## config.mk

```make
export PLATFORM = sky130hd
export DESIGN_NAME = reg_pair_ctrl
export DESIGN_NICKNAME = d
export VERILOG_FILES = /design/src/rtl/gb_reg_pkg.sv /design/src/rtl/reg_pair_decode.sv /design/src/rtl/reg_pair_ctrl.sv
export SDC_FILE = /design/constraint.sdc
export NUM_CORES = 1
export LEC_CHECK = 0
export ABC_AREA = 1
export CAP_MARGIN = 20
export CORE_MARGIN = 1.5
export CORE_UTILIZATION = 53
export CTS_CLUSTER_DIAMETER = 150
export CTS_CLUSTER_SIZE = 28
export DETAILED_ROUTE_END_ITERATION = 7
export PLACE_DENSITY = 0.92
export SKIP_LAST_GASP = 1
export SYNTH_ARGS = -nofsm -noshare
export SYNTH_HDL_FRONTEND = slang
export SYNTH_HIERARCHICAL = 1
export SYNTH_SLANG_ARGS = --single-unit
```

## constraint.sdc

```tcl
create_clock -name clock -period 4 [get_ports clock]
set_clock_uncertainty 0.05 [all_clocks]
set_input_delay 0.8 -clock clock [delete_from_list [all_inputs] [get_ports clock]]
set_output_delay 0.8 -clock clock [all_outputs]
set_load 0.03 [all_outputs]
```

## src/rtl/gb_reg_pkg.sv

```systemverilog
// gb_reg_pkg: register indices, pair/op codes and sequencer states shared by register-pair logic
package gb_reg_pkg;
  localparam logic [2:0] REG_B      = 3'd0;
  localparam logic [2:0] REG_C      = 3'd1;
  localparam logic [2:0] REG_D      = 3'd2;
  localparam logic [2:0] REG_E      = 3'd3;
  localparam logic [2:0] REG_H      = 3'd4;
  localparam logic [2:0] REG_L      = 3'd5;
  localparam logic [2:0] REG_HL_IND = 3'd6;
  localparam logic [2:0] REG_A      = 3'd7;
  typedef enum logic [1:0] {OP_READ, OP_LOAD, OP_INC, OP_DEC} op_e;
  typedef enum logic [1:0] {PAIR_BC, PAIR_DE, PAIR_HL, PAIR_ILL} pair_e;
  typedef enum logic [2:0] {S_IDLE, S_RD, S_WR_HI, S_WR_LO, S_DONE} state_e;
endpackage

```

## src/rtl/reg_pair_decode.sv

```systemverilog
// reg_pair_decode: maps a 2-bit pair code to its hi/lo register selects and an illegal flag
module reg_pair_decode
  import gb_reg_pkg::*;
(
  input  logic [1:0] pair,
  output logic [2:0] hi_sel,
  output logic [2:0] lo_sel,
  output logic       illegal
);
  // illegal pair yields zero selects so nothing downstream can address (HL) or A
  always_comb begin
    illegal = pair == PAIR_ILL;
    hi_sel  = pair == PAIR_BC ? REG_B : pair == PAIR_DE ? REG_D : pair == PAIR_HL ? REG_H : 3'd0;
    lo_sel  = pair == PAIR_BC ? REG_C : pair == PAIR_DE ? REG_E : pair == PAIR_HL ? REG_L : 3'd0;
  end
endmodule

```

## src/rtl/reg_pair_ctrl.sv

```systemverilog
// reg_pair_ctrl: sequences 16-bit pair read/load/inc/dec over the byte-wide reg_file port
module reg_pair_ctrl
  import gb_reg_pkg::*;
(
  input  logic        clock,
  input  logic        reset,
  input  logic        req_valid,
  output logic        req_ready,
  input  logic [1:0]  req_op,
  input  logic [1:0]  req_pair,
  input  logic [15:0] req_data,
  output logic        resp_valid,
  output logic [15:0] resp_data,
  output logic        resp_err,
  output logic [2:0]  rf_out1_sel,
  output logic [2:0]  rf_out2_sel,
  input  logic [7:0]  rf_out1,
  input  logic [7:0]  rf_out2,
  output logic [7:0]  rf_data_in,
  output logic [2:0]  rf_data_in_sel,
  output logic        rf_write_reg
);
  state_e      state, state_n;
  op_e         op_q;
  logic [2:0]  hi_q, lo_q, hi_d, lo_d;
  logic        err_q, ill_d, accept;
  logic [15:0] val_q, rd;
  reg_pair_decode u_dec (.pair(req_pair), .hi_sel(hi_d), .lo_sel(lo_d), .illegal(ill_d));
  assign req_ready = state == S_IDLE && !reset;
  assign accept    = req_valid && req_ready;
  assign rd        = {rf_out1, rf_out2};
  // next-state: illegal pairs skip straight to DONE, LOAD skips the read
  always_comb begin
    state_n = state;
    case (state)
      S_IDLE:  state_n = !accept ? S_IDLE : ill_d ? S_DONE : req_op == OP_LOAD ? S_WR_HI : S_RD;
      S_RD:    state_n = op_q == OP_READ ? S_DONE : S_WR_HI;
      S_WR_HI: state_n = S_WR_LO;
      S_WR_LO: state_n = S_DONE;
      default: state_n = S_IDLE;
    endcase
  end
  // state register plus request latch; the RD cycle folds the +/-1 into the held value
  always_ff @(posedge clock) begin
    if (reset) begin
      state <= S_IDLE;
      op_q  <= OP_READ;
      hi_q  <= 3'd0;
      lo_q  <= 3'd0;
      err_q <= 1'b0;
      val_q <= 16'd0;
    end else begin
      state <= state_n;
      if (accept) begin
        op_q  <= op_e'(req_op);
        hi_q  <= hi_d;
        lo_q  <= lo_d;
        err_q <= ill_d;
        val_q <= req_data;
      end else if (state == S_RD)
        val_q <= op_q == OP_READ ? rd : op_q == OP_INC ? rd + 16'd1 : rd - 16'd1;
    end
  end
  // outputs decoded from registered state; the write strobe is cut during reset so an abort never lands a byte
  always_comb begin
    resp_valid     = state == S_DONE;
    resp_err       = resp_valid && err_q;
    resp_data      = resp_valid && !err_q ? val_q : 16'd0;
    rf_out1_sel    = state == S_RD ? hi_q : 3'd0;
    rf_out2_sel    = state == S_RD ? lo_q : 3'd0;
    rf_write_reg   = (state == S_WR_HI || state == S_WR_LO) && !reset;
    rf_data_in_sel = state == S_WR_HI ? hi_q : state == S_WR_LO ? lo_q : 3'd0;
    rf_data_in     = state == S_WR_HI ? val_q[15:8] : state == S_WR_LO ? val_q[7:0] : 8'd0;
  end
endmodule
```

## Yosys cells after proc, flatten, opt, wreduce, memory -nomap -nowiden

Cells that the tools add are included.

- Register bits after elaboration: 28
- Input bits: 39
- Output and inout bits: 37
- Word-level logic and storage cells: 51

- Add/sub/neg operators: 2
- Eq/ne operators: 9
- Mux-type cells: 22
- Reduce and logical (&&, ||, !) cells: 12

Operators with widths:

| kind | count |
|---|---|
| $mux W16 | 5 |
| $mux W3 | 13 |
| $add A16 B1 Y16 const B | 1 |
| $mux W8 | 2 |
| $sub A16 B1 Y16 const B | 1 |
| $pmux W3 S4 | 1 |
| $eq A2 B2 Y1 const B | 3 |
| $eq A3 B2 Y1 const B | 2 |
| $logic_and A1 B1 Y1 | 5 |
| $eq A2 B1 Y1 const B | 2 |
| $logic_not A2 Y1 | 2 |
| $eq A3 B1 Y1 const B | 1 |
| $eq A3 B3 Y1 const B | 1 |
| $logic_not A3 Y1 | 1 |
| $logic_not A1 Y1 | 2 |
| $mux W2 | 1 |
| $reduce_bool A2 Y1 | 1 |
| $logic_or A1 B1 Y1 | 1 |

## Longest topological paths before layout

Gate-level depths: netlist of the first run.

- Depth after elaboration: 5
- Mapped depth: 14
- Gate-level depth less buffers: 14

## Modules after synthesis

The synthesis of the first run kept the hierarchy.

Modules (own cells, without submodules):

| module | instances | cells an instance | area each (µm²) | seq. area each (µm²) |
|---|---|---|---|---|
| reg_pair_ctrl | 1 | 462 | 2603.7 | 560.5 |
| reg_pair_decode | 1 | 10 | 48.8 | 0.0 |

## Worst setup path after synthesis of the first run

No wires, ideal clock.

- Kind: reg-to-output
- Start point: register state[1]
- End point: output port resp_data[10]
- Data arrival time: 1.830 ns
- Data required time: 3.150 ns
- Path slack: 1.320 ns
- Cell stages (with the launch flop): 7
- Buffers on the path: 1
- Path through: dfxtp_1 > nor2_1 > inv_1 > nor2_1 > nand2_1 > clkbuf_1 > nor2_1

- Word-level cells in the longest chain between the ends: 3

Ends and longest elaborated chain:

| what | line | RTL |
|---|---|---|
| start: declaration | reg_pair_ctrl.sv:23 | `state_e state, state_n;` |
| start signal: assignment | reg_pair_ctrl.sv:53 | `state <= state_n;` |
| $eq A3 B3 Y1 | reg_pair_ctrl.sv:66 | `resp_valid = state == S_DONE;` |
| named net resp_valid | reg_pair_ctrl.sv:12 | `output logic resp_valid,` |
| $logic_and A1 B1 Y1 | reg_pair_ctrl.sv:68 | `resp_data = resp_valid && !err_q ? val_q : 16'd0;` |
| $mux W16 | reg_pair_ctrl.sv:68 |  |
| end: declaration | reg_pair_ctrl.sv:13 | `output logic [15:0] resp_data,` |

The timed path passes the listed nets, and every way through them passes these cells.

## Worst setup path in the final report of the first run

- Start point: input port reset
- End point: output port req_ready

- Word-level cells in the longest chain between the ends: 2

Ends and longest elaborated chain:

| what | line | RTL |
|---|---|---|
| start: declaration | reg_pair_ctrl.sv:6 | `input logic reset,` |
| $logic_not A1 Y1 | reg_pair_ctrl.sv:29 | `assign req_ready = state == S_IDLE && !reset;` |
| $logic_and A1 B1 Y1 | reg_pair_ctrl.sv:29 |  |
| end: declaration | reg_pair_ctrl.sv:8 | `output logic req_ready,` |

No other way between the ends.

==> results.json, run 1 <==
{
  "status": "completed",
  "max_cap_violations": 0,
  "synthesis.area_per_instance_um2": 5.62,
  "critical_hold_path_startpoint": "val_q[13]$_SDFFE_PP0P_",
  "postCtsHoldBufs": 0,
  "design.die.area_mm2": 0.00544,
  "detailroute.via_count": 3073,
  "initial_core_util": 0.554,
  "syn-num-nets": 528,
  "crit_path_frequent_cell": "clkdlybuf4s50_1",
  "crit_path_start_kind": "primary input",
  "timing.setup.tns_ps": 0,
  "r2r_cells": 10,
  "yosysUniqueCellTypes": 33,
  "clkSlewWorstSetupHoldPaths_ps": 90,
  "leakagePower_nw": 1.69,
  "gate_count_after_technology_mapping": 472,
  "final_cell_area_mm2": 0.00345,
  "timing.final.setup_violations": 0,
  "antenna_violating_nets_post_route": 0,
  "grt_use_total": 0.275,
  "totalWireLength_um": 7240,
  "r2r_end": "val_q[5]$_SDFFE_PP0P_",
  "rsz_0062_raised_after_global_routing": "false",
  "io_pins": 76,
  "holdCritPathClass": "flip-flop to flip-flop",
  "multi_input_comb_area_mm2": 0.00162,
  "cp-end-kind": "output pin",
  "post_cts_buffers": 0,
  "critical_path.slowest_cell": "clkdlybuf4s50_1",
  "drc_errors": 0,
  "placeableCoreArea_mm2": 0.00479,
  "numCtsBuffers": 3,
  "clk-insertion-delay-late_ps": 280,
  "core.rowCount": 25,
  "hold_violations": 0,
  "avgViaCountPerCell": 5.10,
  "final.min_clock_period_ps": 3180,
  "critPathMaxFanout": 12,
  "syn-cell-area_mm2": 0.00265,
  "worst-path-stages": 5,
  "finish.utilization": 0.722,
  "worstSetupPathType": "primary input to output pin",
  "totalPowerFinal_mw": 0.852,
  "layout.cells.most_common": "nand2_1",
  "first_pass_grt_wire_length_um": 11800,
  "antenna_cells_inserted": 0,
  "path_delay_family": "buffers and inverters",
  "r2r_start": "op_q[1]$_SDFFE_PP0N_",
  "grt.overflow.total": 0,
  "hpwl_um": 5620,
  "floorplan.die.height_um": 73.7,
  "cts_num_sinks": 28,
  "worst_min_delay_path_endpoint": "val_q[13]$_SDFFE_PP0P_",
  "post_cts_resized": 0,
  "synthToLayoutAreaGrowth_pct": 30.2,
  "antenna_found_initial": 0,
  "worst-r2r-setup-slack_ps": 1390,
  "cts-htree-levels": 1,
  "ys_seq_area_frac": 0.211,
  "dieWidth_um": 73.7,
  "power-per-cell-area_mw_per_mm2": 247,
  "grt_max_degree": 49,
  "irDropWorstVdd_uv": 156,
  "register_area_um2": 561,
  "report.final.slew_viol_count": 0,
  "hold_slack_ps": 420,
  "detailedRoute.firstIterationViolations": 216,
  "timing.hold.worst_path_depth": 2,
  "globalplace.congestion": 0.877,
  "achievable-frequency_ghz": 0.314,
  "worst_ep_arrival_time_ps": 2330,
  "drt_first_pass_iters": 6,
  "timing.slew.headroom": 0.520,
  "critical_path_required_ps": 3150,
  "worst_slew_pin_slew_ps": 719,
  "slowest_delay_ps": 670,
  "port_buffers": 75,
  "grt_pass1_vias": 2710,
  "min_period_over_period": 0.796,
  "synth-seq-cells": 28,
  "cts.root.buffer_cell": "clkbuf_8",
  "fill_cells": 436,
  "layout.cells.most_common_list": "138 x nand2_1, 93 x inv_1, 75 x clkdlybuf4s50_1",
  "fraction_of_layout_instances_using_a_drive_strength_above_1": 0.0299,
  "design.final.nets": 592,
  "worst-path-buf-inv": 3,
  "timing.critical_path.cells": "clkdlybuf4s50_1 > inv_2 > nand2_2 > nor2_4 > clkdlybuf4s50_1",
  "synth-warning-count": 6,
  "detail_route.wl_per_cell_um": 12.0,
  "tritoncts": "yes",
  "clockBufferDepth": 2,
  "placed_instance_area_mm2": 0.00340
}
-- sequential cells by signal, summed over array words and instances (netlist names) --
register  flops
err_q         1
hi_q          3
lo_q          3
op_q          2
state         3
val_q        16
-- worst max-delay path by stage --
stage / start / end / slack [ps]
finish: reset / req_ready / 820
global route: reset / req_ready / 750
CTS: reset / req_ready / 820
detailed placement: reset / req_ready / 840
global placement: reset / req_ready / 850
floorplan: state[1]$_SDFF_PP0_ / resp_data[10] / 1320
-- where the power goes --
part / internal (mW) / switching (mW) / leakage (nW)
registers: 0.304 / 0.0124 / 0.230
clock network: 0.0882 / 0.0858 / 0.0288
logic: 0.141 / 0.221 / 1.43
-- through the flow --
| stage | worst slack [ps] | cells |
|---|---|---|
| after floorplan | 1320 | 472 |
| after global placement | 846 | 598 |
| after detailed placement | 838 | 598 |
| after CTS | 823 | 602 |
| after global routing | 753 | 602 |
| final | 816 | 602 |
-- synthesized netlist by cell type (all sizes together) --
cell / number / area, um^2
nand3b: 3 / 22.5
o22ai: 11 / 68.8
buf: 12 / 85.1
nor4: 1 / 6.26
o21ai: 29 / 145
dfxtp: 28 / 561
o211ai: 2 / 15.0
a31oi: 3 / 18.8
a22oi: 1 / 7.51
clkbuf: 7 / 26.3
nand4: 1 / 6.26
conb: 1 / 3.75
o21bai: 1 / 7.51
nor3: 5 / 25.0
a21oi: 34 / 170
fa: 1 / 20.0
nor2: 47 / 184
xnor2: 1 / 8.76
inv: 96 / 360
ha: 16 / 200
nand2: 141 / 537
a211oi: 1 / 7.51
or2: 4 / 25.0
nand3: 23 / 115
xor2: 3 / 26.3
-- worst register-to-register path, cell delays in order, from the launching register on --
cell,delay [ps]
dfxtp_1,370
nand2_1,460
ha_1,550
or2_1,280
nand3b_1,90
nand2_1,110
or2_2,290
nand3_1,70
nand3_1,80
nand2_1,100
a21oi_1,60
-- layer usage --
metal	wire [um]	track usage	up-vias
met5	0	0	-
met4	93	0.0720	0
met3	387	0.0178	12
met2	3470	0.495	111
met1	3300	0.353	1366
li1	-	-	1584
-- final cells by class --
cell class	count	area share
multi-input cells	329	0.469
clock buffers	4	0.0159
repair buffers	78	0.224
well taps	67	0.0243
flip-flops and latches	28	0.162
inverters	96	0.104
-- cell families after synthesis --
family | after synthesis | share of synthesized area
XOR/XNOR | 4 | 0.0132
buffers and inverters | 115 | 0.178
other | 1 | 0.00141
AND/OR/NAND/NOR | 225 | 0.347
AO/OA/AOI/OAI | 82 | 0.166
adder cells (fa/ha/maj) | 17 | 0.0830
flip-flops | 28 | 0.211
Note: power is estimated with default switching activity, not from simulation.
==> run 2: changes to the inputs <==
CORE_UTILIZATION = 44   (was 53)
PLACE_DENSITY = 0.82   (was 0.92)
clock period = 2.6 ns   (was 4 ns; I/O delays follow)
==> results.json, run 2 (synthesis results as in run 1) <==
{
  "critPathMaxFanout": 4,
  "placeableCoreArea_mm2": 0.00589,
  "port_buffers": 75,
  "design.final.nets": 594,
  "largest_reg_flops": 16,
  "hpwl_um": 5570,
  "rsz_0062_raised_after_global_routing": "false",
  "cts.root.buffer_cell": "clkbuf_8",
  "drc_errors": 0,
  "totalWireLength_um": 7250,
  "io_pins": 76,
  "post_cts_buffers": 0,
  "crit_path_start_kind": "primary input",
  "initial_core_util": 0.451,
  "grt.met2_usage": 0.397,
  "finish.utilization": 0.605,
  "grt.busiest_layer": "met2",
  "power-per-cell-area_mw_per_mm2": 389,
  "tritoncts": "yes",
  "p_comb_frac": 0.405,
  "grt_max_degree": 30,
  "cts_num_sinks": 28,
  "net-switching-power_mw": 0.494,
  "fill_cells": 543,
  "timing.slew.headroom": 0.548,
  "leakagePower_nw": 2.27,
  "clkSlewWorstSetupHoldPaths_ps": 90,
  "fin_cells": 612,
  "holdCritPathClass": "flip-flop to flip-flop",
  "min_period_over_period": 0.906,
  "dpl.cell_count": 608,
  "achievable-frequency_ghz": 0.425,
  "avgViaCountPerCell": 4.96,
  "cts-htree-levels": 1,
  "cp-end-kind": "flip-flop",
  "r2r_end": "val_q[5]$_SDFFE_PP0P_",
  "power.share.switching": 0.357,
  "critical_path_required_ps": 2710,
  "dieWidth_um": 80.6,
  "grt.overflow.total": 0,
  "first_pass_grt_wire_length_um": 11800,
  "timing.critical_path.to": "val_q[5]$_SDFFE_PP0P_",
  "hold_violations": 0,
  "final.min_clock_period_ps": 2360,
  "core.rowCount": 28,
  "clock_power_share": 0.245,
  "antenna_found_initial": 0,
  "clockBufferDepth": 2,
  "detailedRoute.firstIterationViolations": 202,
  "report.final.slew_viol_count": 0,
  "floorplan.die.height_um": 80.6,
  "r2r_cells": 11,
  "drt_first_pass_iters": 5,
  "sequentialPowerShare": 0.350,
  "worstSetupPathType": "primary input to flip-flop",
  "timing.final.setup_violations": 0,
  "antenna_violating_nets_post_route": 0,
  "fraction_of_layout_instances_using_a_drive_strength_above_1": 0.0410,
  "internal-power_mw": 0.891,
  "layout.cells.most_common_list": "136 x nand2_1, 93 x inv_1, 46 x nor2_1",
  "numCtsBuffers": 3,
  "grt_pass1_vias": 2664,
  "grt_util_met1": 0.300,
  "worstSetupStartpoint": "rf_out2[2]",
  "worst-r2r-setup-slack_ps": 320,
  "grt_use_total": 0.227,
  "largest_register": "val_q",
  "globalplace.congestion": 0.886,
  "met3_usage": 0.0159,
  "max_cap_violations": 0,
  "layout.cells.most_common": "nand2_1",
  "synthToLayoutAreaGrowth_pct": 34.3,
  "status": "completed",
  "clk-insertion-delay-late_ps": 280,
  "worst_ep_arrival_time_ps": 2470,
  "totalPowerFinal_mw": 1.39,
  "irDropWorstVdd_uv": 214,
  "antenna_cells_inserted": 0,
  "detail_route.wl_per_cell_um": 11.8,
  "design.die.area_mm2": 0.00650,
  "r2r_start": "op_q[0]$_SDFFE_PP0N_",
  "worst_slew_pin_slew_ps": 678,
  "detailroute.via_count": 3034
}
## run 2: cell types whose count changed in the layout (fill, tap and decap cells not counted), sizes merged
cell           previous run  this run
buf                       3         7
clkbuf                    4         3
bufinv                    0         1
dlymetal6s2s              0        29
dlygate4sd2               0         4
clkdlybuf4s50            75        40
## run 2: timing repair
action,4_1_cts,5_1_grt
hold buffers,0,0
resized for setup,5,30
endpoints found under the setup margin,16,32
## run 2: area by class of cell
| cell class | instances | area, um^2 | share of cell area |
|---|---|---|---|
| Clock buffer | 3 | 41.3 | 0.0116 |
| Clock inverter | 1 | 30.0 | 0.00843 |
| Inverter | 96 | 360 | 0.101 |
| Multi-Input combinational cell | 329 | 1630 | 0.456 |
| Sequential cell | 28 | 561 | 0.157 |
| Tap cell | 75 | 93.8 | 0.0263 |
| Timing Repair Buffer | 80 | 851 | 0.239 |
## run 2: worst min-delay path by stage
stage / start / to / slack (ps) / cells after the start
after global placement: val_q[9]$_SDFFE_PP0P_ / val_q[9]$_SDFFE_PP0P_ / 400 / 2
after floorplan: val_q[5]$_SDFFE_PP0P_ / val_q[5]$_SDFFE_PP0P_ / 390 / 2
after detailed placement: val_q[11]$_SDFFE_PP0P_ / val_q[11]$_SDFFE_PP0P_ / 410 / 2
after CTS: val_q[11]$_SDFFE_PP0P_ / val_q[11]$_SDFFE_PP0P_ / 420 / 2
final: val_q[11]$_SDFFE_PP0P_ / val_q[11]$_SDFFE_PP0P_ / 420 / 2
after global routing: val_q[13]$_SDFFE_PP0P_ / val_q[13]$_SDFFE_PP0P_ / 450 / 2
## run 2: routing by layer
metal | vias up | share of wire
li1 | 1589 | -
met1 | 1338 | 0.46
met2 | 98 | 0.46
met3 | 9 | 0.059
met4 | 0 | 0.012
met5 | - | 0
## run 2: power by group through the flow
stage               Clock [mW]  Sequential [mW]  Combinational [mW]
finish                   0.340            0.485               0.560
global route             0.360            0.489               0.636
CTS                      0.342            0.485               0.555
detailed placement           0            0.495               0.549
global placement             0            0.494               0.541
floorplan                    0            0.490               0.393
## run 2: through the flow
stage	TNS [ps]	hold WS, ps	worst slack (ps)	cell area (um^2)
after floorplan	0	387	200	2650
after global placement	0	405	13.1	3420
after detailed placement	-15.4	406	-15.4	3420
after CTS	0	420	56.8	3490
after global routing	0	446	123	3560
final	0	418	245	3560
## run 2: critical path, cell delays in order
cell	delay [ps]
clkdlybuf4s50_1	440
ha_1	360
or2_1	270
nand3b_1	100
nand2_1	110
or2_2	290
nand3_1	70
nand3_1	90
nand2_1	150
a21oi_1	90
